**src/rtl/mem_arbiter_multi_pkg.sv**
```systemverilog
// mem_arbiter_multi_pkg
// Shared constants for the two-port memory arbiter: FSM state encodings,
// the memory access latency, and a helper that forms the memory byte
// enables for a command.
package mem_arbiter_multi_pkg;

   localparam logic [1:0] ST_ARB_IDLE = 2'd0;
   localparam logic [1:0] ST_ARB_A1   = 2'd1;
   localparam logic [1:0] ST_ARB_A2   = 2'd2;

   // Cycles from address presentation to read data capture. The sequencer
   // is built around this fixed value.
   localparam int unsigned MEM_LAT = 2;

   // Reads must never assert byte enables on the memory.
   function automatic logic [3:0] be_for_cmd(input logic we, input logic [3:0] be);
      return we ? be : 4'b0000;
   endfunction

endpackage

```
**src/rtl/mem_arbiter_multi_rr_pick2.sv**
```systemverilog
// rr_pick2
// Combinational 2-way round-robin winner selection.
//   req0_i, req1_i : request from port 0 / port 1
//   last_i         : port granted most recently
//   valid_o        : at least one port is requesting
//   win_o          : winning port (0/1), meaningful when valid_o is set
module rr_pick2 (
   input  logic req0_i,
   input  logic req1_i,
   input  logic last_i,
   output logic valid_o,
   output logic win_o
);

   always_comb begin
      valid_o = req0_i | req1_i;
      // On a tie the port not granted last wins; otherwise the lone requester.
      if (req0_i && req1_i) begin
         win_o = ~last_i;
      end else begin
         win_o = req1_i;
      end
   end

endmodule

```
**src/rtl/mem_arbiter_multi.sv**
```systemverilog
// mem_arbiter_multi
// Arbitrates a processor port (0) and an auxiliary port (1) onto the single
// shared memory and sequences each access over two cycles (A1, A2).
//   iCLK, iRST             : clock, synchronous active-low reset
//   iReq/iWe/iAddr/iWData/iBe{0,1} : per-port request, held until oAck
//   oAck{0,1}              : one-cycle pulse when the request is captured
//   oRValid{0,1}, oRData   : per-port read strobe, shared registered read data
//   oMemAddr/oMemWData/oMemWE/oMemBE, iMemRData : memory port
//   oGrant                 : port of the current or last access
//   oBusy                  : access in progress
module mem_arbiter_multi
   import mem_arbiter_multi_pkg::*;
#(
   parameter int unsigned AW = 32,
   parameter int unsigned DW = 32
) (
   input  logic          iCLK,
   input  logic          iRST,
   input  logic          iReq0,
   input  logic          iWe0,
   input  logic [AW-1:0] iAddr0,
   input  logic [DW-1:0] iWData0,
   input  logic [3:0]    iBe0,
   input  logic          iReq1,
   input  logic          iWe1,
   input  logic [AW-1:0] iAddr1,
   input  logic [DW-1:0] iWData1,
   input  logic [3:0]    iBe1,
   output logic          oAck0,
   output logic          oAck1,
   output logic          oRValid0,
   output logic          oRValid1,
   output logic [DW-1:0] oRData,
   output logic [AW-1:0] oMemAddr,
   output logic [DW-1:0] oMemWData,
   output logic          oMemWE,
   output logic [3:0]    oMemBE,
   input  logic [DW-1:0] iMemRData,
   output logic          oGrant,
   output logic          oBusy
);

   logic [1:0]    state_q, state_d;
   logic          last_q, last_d;
   logic          grant_q, grant_d;
   logic          cmd_we_q, cmd_we_d;
   logic          ack0_q, ack0_d;
   logic          ack1_q, ack1_d;
   logic          rv0_q, rv0_d;
   logic          rv1_q, rv1_d;
   logic [DW-1:0] rdata_q, rdata_d;
   logic [AW-1:0] addr_q, addr_d;
   logic [DW-1:0] wdata_q, wdata_d;
   logic          we_q, we_d;
   logic [3:0]    be_q, be_d;
   logic          busy_q, busy_d;

   logic          arb_en;
   logic          pick_valid;
   logic          pick_win;
   logic          sel_we;
   logic [AW-1:0] sel_addr;
   logic [DW-1:0] sel_wdata;
   logic [3:0]    sel_be;

   rr_pick2 u_rr_pick2 (
      .req0_i  (iReq0),
      .req1_i  (iReq1),
      .last_i  (last_q),
      .valid_o (pick_valid),
      .win_o   (pick_win)
   );

   always_comb begin
      sel_we    = pick_win ? iWe1    : iWe0;
      sel_addr  = pick_win ? iAddr1  : iAddr0;
      sel_wdata = pick_win ? iWData1 : iWData0;
      sel_be    = pick_win ? iBe1    : iBe0;
   end

   always_comb begin
      state_d  = state_q;
      last_d   = last_q;
      grant_d  = grant_q;
      cmd_we_d = cmd_we_q;
      ack0_d   = 1'b0;
      ack1_d   = 1'b0;
      rv0_d    = 1'b0;
      rv1_d    = 1'b0;
      rdata_d  = rdata_q;
      addr_d   = addr_q;
      wdata_d  = wdata_q;
      we_d     = 1'b0;
      be_d     = 4'b0000;
      busy_d   = 1'b0;
      arb_en   = 1'b0;

      case (state_q)
         ST_ARB_IDLE: begin
            arb_en = 1'b1;
         end
         ST_ARB_A1: begin
            state_d = ST_ARB_A2;
            busy_d  = 1'b1;
         end
         ST_ARB_A2: begin
            // Read data is valid while in A2; the owner is the last grant.
            if (!cmd_we_q) begin
               rdata_d = iMemRData;
               rv0_d   = ~last_q;
               rv1_d   = last_q;
            end
            state_d = ST_ARB_IDLE;
            arb_en  = 1'b1;
         end
         default: begin
            state_d = ST_ARB_IDLE;
         end
      endcase

      // Requests are only sampled in IDLE and A2, so an A2 hand-off starts
      // the next A1 without an idle bubble.
      if (arb_en && pick_valid) begin
         state_d  = ST_ARB_A1;
         busy_d   = 1'b1;
         last_d   = pick_win;
         grant_d  = pick_win;
         cmd_we_d = sel_we;
         ack0_d   = ~pick_win;
         ack1_d   = pick_win;
         addr_d   = sel_addr;
         wdata_d  = sel_wdata;
         we_d     = sel_we;
         be_d     = be_for_cmd(sel_we, sel_be);
      end
   end

   always_ff @(posedge iCLK) begin
      if (!iRST) begin
         state_q  <= ST_ARB_IDLE;
         last_q   <= 1'b1;
         grant_q  <= 1'b0;
         cmd_we_q <= 1'b0;
         ack0_q   <= 1'b0;
         ack1_q   <= 1'b0;
         rv0_q    <= 1'b0;
         rv1_q    <= 1'b0;
         rdata_q  <= '0;
         addr_q   <= '0;
         wdata_q  <= '0;
         we_q     <= 1'b0;
         be_q     <= 4'b0000;
         busy_q   <= 1'b0;
      end else begin
         state_q  <= state_d;
         last_q   <= last_d;
         grant_q  <= grant_d;
         cmd_we_q <= cmd_we_d;
         ack0_q   <= ack0_d;
         ack1_q   <= ack1_d;
         rv0_q    <= rv0_d;
         rv1_q    <= rv1_d;
         rdata_q  <= rdata_d;
         addr_q   <= addr_d;
         wdata_q  <= wdata_d;
         we_q     <= we_d;
         be_q     <= be_d;
         busy_q   <= busy_d;
      end
   end

   assign oAck0     = ack0_q;
   assign oAck1     = ack1_q;
   assign oRValid0  = rv0_q;
   assign oRValid1  = rv1_q;
   assign oRData    = rdata_q;
   assign oMemAddr  = addr_q;
   assign oMemWData = wdata_q;
   assign oMemWE    = we_q;
   assign oMemBE    = be_q;
   assign oGrant    = grant_q;
   assign oBusy     = busy_q;

endmodule
```
**config.mk**
```make
export PLATFORM = sky130hd
export DESIGN_NAME = mem_arbiter_multi
export DESIGN_NICKNAME = d
export VERILOG_FILES = /design/src/rtl/mem_arbiter_multi_pkg.sv /design/src/rtl/mem_arbiter_multi_rr_pick2.sv /design/src/rtl/mem_arbiter_multi.sv
export SDC_FILE = /design/constraint.sdc
export NUM_CORES = 1
export LEC_CHECK = 0
export CORE_MARGIN = 3
export CORE_UTILIZATION = 39
export DETAILED_ROUTE_END_ITERATION = 8
export HOLD_SLACK_MARGIN = 0.1
export PLACE_DENSITY = 0.87
export SYNTH_ARGS = -nofsm -noshare
export SYNTH_HDL_FRONTEND = slang
export SYNTH_SLANG_ARGS = --single-unit
```
**constraint.sdc**
```tcl
create_clock -name iCLK -period 2.39 [get_ports iCLK]
set_clock_uncertainty 0.2 [all_clocks]
set_input_delay 0.478 -clock iCLK [delete_from_list [all_inputs] [get_ports iCLK]]
set_output_delay 0.478 -clock iCLK [all_outputs]
set_load 0.05 [all_outputs]
```
# ---- Word level (Yosys, flattened, before mapping)
# Cells that the tools add are included.
dict set report word_totals {
  in_bits 174
  elab_cells 43
  register_bits 111
  output_inout_bits 107
}
dict set report op_classes {
  n_eq_ne 3
  n_reduce_logical 9
  mux 10
  bitwise 6
}
# cell count
set ops {}
lappend ops {{32-bit 2-to-1 mux} 2}
lappend ops {{1-bit 2-to-1 mux} 6}
lappend ops {{1-bit inverter} 5}
lappend ops {{4-bit 2-to-1 mux} 1}
lappend ops {{2-bit case mux with 2 select lines} 1}
lappend ops {{2-bit AND reduction} 2}
lappend ops {{2-bit OR reduction} 2}
lappend ops {{3-bit AND reduction} 1}
lappend ops {{3-bit OR reduction} 1}
lappend ops {{2-bit by 1-bit equality test with 1-bit output, second input constant} 1}
lappend ops {{2-bit equality test, second input constant} 1}
lappend ops {{1-bit logical AND} 2}
lappend ops {{2-bit zero test} 1}
lappend ops {{2-bit != test, second input constant} 1}
lappend ops {{1-bit OR} 1}

# ---- Longest topological paths before layout
dict set report logic_depth {
  ltp_word 5
  depth_mapped 5
}

# ---- Hierarchy
# Synthesis repeated with hierarchy kept, for this count alone.
dict set report unflattened {
  hier_cells 401
  hier_area_um2 4281.6
}
# module seq_area_each_um2 cells_each n_inst area_per_inst_um2
set modules_own_cells {}
lappend modules_own_cells {mem_arbiter_multi 2222.1 399 1 4267.8}
lappend modules_own_cells {rr_pick2 0.0 2 1 13.8}

# ---- Least setup slack after synthesis
# No wires, ideal clock.
dict set report synth_path {
  path_kind {input port to flip-flop}
  from {in iReq1}
  to {reg addr_q[0] (netlist: oMemAddr[0])}
  setup_time_ns 0.122
  cell_stages 5
  path_buffers 2
  t_required_ns 2.068
  arrival_time_ns 1.357
  slack_ns 0.712
  cell_sequence {a21boi_4 nor3_2 buf_4 buf_6 a221o_1}
}
dict set report synth_between {
  elab_chain_cells 3
}
# item line
set synth_lines {}
lappend synth_lines {{start: declaration} mem_arbiter_multi.sv:24} ;# input logic iReq1,
lappend synth_lines {{1-bit logical AND} mem_arbiter_multi_rr_pick2.sv:18} ;# if (req0_i && req1_i) begin
lappend synth_lines {{1-bit 2-to-1 mux} mem_arbiter_multi_rr_pick2.sv:18}
lappend synth_lines {{32-bit 2-to-1 mux} mem_arbiter_multi.sv:76} ;# sel_addr = pick_win ? iAddr1 : iAddr0;
lappend synth_lines {{end signal: assignment} mem_arbiter_multi.sv:164} ;# addr_q <= addr_d;
lappend synth_lines {{end: declaration} mem_arbiter_multi.sv:52} ;# logic [AW-1:0] addr_q, addr_d;
# Several ways; a longest one is shown, not always the timed one.
# A chain may end at the register's enable or synchronous reset.

# ---- Final worst setup path
dict set report layout_path {
  from {reg wdata_q[0] (netlist: oMemWData[0])}
  to {out oMemWData[0]}
}
# item line
set layout_rtl {}
lappend layout_rtl {{start: declaration} mem_arbiter_multi.sv:53} ;# logic [DW-1:0] wdata_q, wdata_d;
lappend layout_rtl {{start signal: assignment} mem_arbiter_multi.sv:165} ;# wdata_q <= wdata_d;
lappend layout_rtl {{end: declaration} mem_arbiter_multi.sv:35} ;# output logic [DW-1:0] oMemWData,
# No word-level cell between the ends.

==> run summary <==
Run status: finished, final reports clean
Commonest cells post-synth: dfxtp_1, a221o_1, and3_1, mux2i_1, nor2b_1
Util after Layout: 70.49%
IO Port Bufs: 280
Avg Synthesized Cell Area: 11.22 um^2
Critical path's slowest cell: clkdlybuf4s50_1
H-tree levels: 3
Final slew viol count: 0
Vias: 4096
Final net count: 812
Delay-heaviest family, CP: buffers and inverters
Placed insts: 763
Critical path's largest stage delay: 850 ps
Mapped Nets: 548
Number of max-cap violations: 0
LEAKAGE: 2.933 nW
Vias per cell: 5.258
Initial antenna violation count: 0
Sink Count: 111
Tmin final: 2235 ps
Row cnt: 37
Routed WL per cell: 19.03 um
Setup_tns: 0 ps
Area share of the largest cell type after synthesis: 52.94%
Worst EP required: 1710 ps
Die height: 109.7 um
Critical path type: register to output pin
Largest net degree at the start of global routing: 64
Cts hold-fix bufs: 0
Unrepaired setup endpoints after global routing: no
Die area: 0.01204 mm^2
Share of cells above drive strength 1: 5.443%
Final period util: 93.50%
Clk Latency, worst-skew pair: 360 ps
Post-synth EDFFs: 0
Setup Fix Bufs, Post-CTS: 0
Yosys warns: 0
TritonCTS clock tree: built
Actual transition at the worst max-transition pin: 567.3 ps
Worst-path clk slew: 100 ps
Min-Delay Path Class: register to register
CTS Buf Count: 9
CP cell instances: clkdlybuf4s50_1
Vias in the first global route: 4223
Largest cells by area after synthesis: dfxtp_1, a221o_1, and3_1, mux2i_1, nor2b_1
Post-synth top area cell: dfxtp_1
Max-slew headroom: 62.06%
GPL Wtd Cong: 0.7884
Number of DRC markers in iteration 0: 231
Cell Pwr Density: 632.5 mW/mm^2
Clock buffer depth: 2
# IOs: 281
WP buf/inv: 1
DP Area: 0.007138 mm^2
Starting Density: 40.30%
Worst setup EP type: output pin
Peak Freq: 447.5 MHz
Area grow syn2layout: 74.90%
Post-synthesis async set-or-reset flop share: 0%
Worst Path Max Fanout: 2
Pre-CTS WS: 73.34 ps
Core area: 0.01042 mm^2
Synthesized instance count: 374
Post-DP HPWL: 11.12 mm
Drt pass-1 iters: 5
Total gr overflow: 0
# resized after CTS: 0
Synth unique cells: 26
Crit path arrival time: 1560 ps
Fin. Hold Viols: 0
Most instantiated library cell after synthesis: dfxtp_1
Endpoints failing setup: 0
Root Driver: clkbuf_8
DRC errors left: 0
Antenna Nets Post-Route: 0
Overall routed net length: 14.82 mm
Setup WS post-layout: 155.3 ps
Worst setup SP type: register
Wire length of the first global-routing pass: 21.69 mm
Top FF cell, synth: dfxtp_1
GRT Total Usage: 23.03%
N_diodes: 0
Post-layout instance area: 0.007342 mm^2
Finished Layout Cells: 779
Sequential area share after synthesis: 52.94%
Die width: 109.7 um
VDD IR-drop max: 0.3547 mV
Mapped Area: 0.004198 mm^2
Number of synthesized register bits: 111
==> metal layers <==
metal / share of wire [%] / GRT usage [%] / wire [um] / up-vias
met2: 52 / 42.20 / 7769 / 217
met3: 9.6 / 7.575 / 1421 / 6
met1: 37 / 25.87 / 5543 / 1941
met5: 0 / 0 / 0 / -
met4: 0.59 / 4.987 / 87 / 0
li1: - / - / - / 1932
==> kinds of logic (layout without fill, tap and decap cells) <==
kind of cell	after synthesis	after routing	share of synthesized area (%)
AOI/OAI and AO/OA	74	74	17.17
buffers and inverters	39	308	4.977
DFF	111	111	52.94
muxes	33	33	7.869
and+or+nand+nor	117	117	17.05
==> power breakdown <==
part	internal, mW	switching (mW)
Combinational	0.643	0.773
Sequential	1.99	0.0763
Clock	0.503	0.656
Total	3.14	1.51
==> worst paths after layout <==
path / slack [ps] / startpoint / depth (start not counted) / end
min: 310 / oGrant / 1 / oGrant
min reg2reg: 310 / oGrant / 1 / oGrant
max reg2reg: 710 / state_q[0] / 4 / oRData[24]
max: 160 / oMemWData[0] / 1 / oMemWData[0]
==> sequential cells by signal (all words and copies together) (netlist names) <==
signal,count
cmd_we_q,1
last_q,1
oAck0,1
oAck1,1
oBusy,1
oGrant,1
oMemAddr,32
oMemBE,4
oMemWData,32
oMemWE,1
oRData,32
oRValid0,1
oRValid1,1
state_q,2
==> worst register-to-register path, delay by kind of cell, from the launching register on <==
kind                   cells  cell delay, ps
buffers and inverters      1             490
multiplexers               1             290
AND/OR/NAND/NOR            2             230
flip-flops                 1             360
==> area by class of cell <==
class / count / area, um^2
multi-input combinational: 224 / 1790
timing repair buffer: 290 / 2948
fill: 786 / 3074
tap: 136 / 170.2
inverter: 2 / 7.507
sequential: 111 / 2222
clock buffer: 10 / 127.6
clock inverter: 6 / 76.32
==> cells in the final DEF, fill, tap and decap left out, types with 2 or more instances in the layout <==
cell and instances:
a21oi_1 4, a221o_1 64, and3_1 64, buf_12 6, buf_4 4, clkbuf_8 9, clkdlybuf4s50_1 279, clkinv_4 3
dfxtp_1 111, inv_1 2, mux2i_1 33, nand3_1 9, nor2_1 4, nor2b_1 32, or2_2 2
==> stage by stage <==
step	hold WS, ps	total power, mW
3_5_place_dp	271.4	3.521
2_1_floorplan	245.0	2.856
6_report	309.4	4.644
3_3_place_gp	266.3	3.496
4_1_cts	313.0	4.672
5_1_grt	350.5	4.818
No activity file was read; power rests on OpenSTA's default activity.
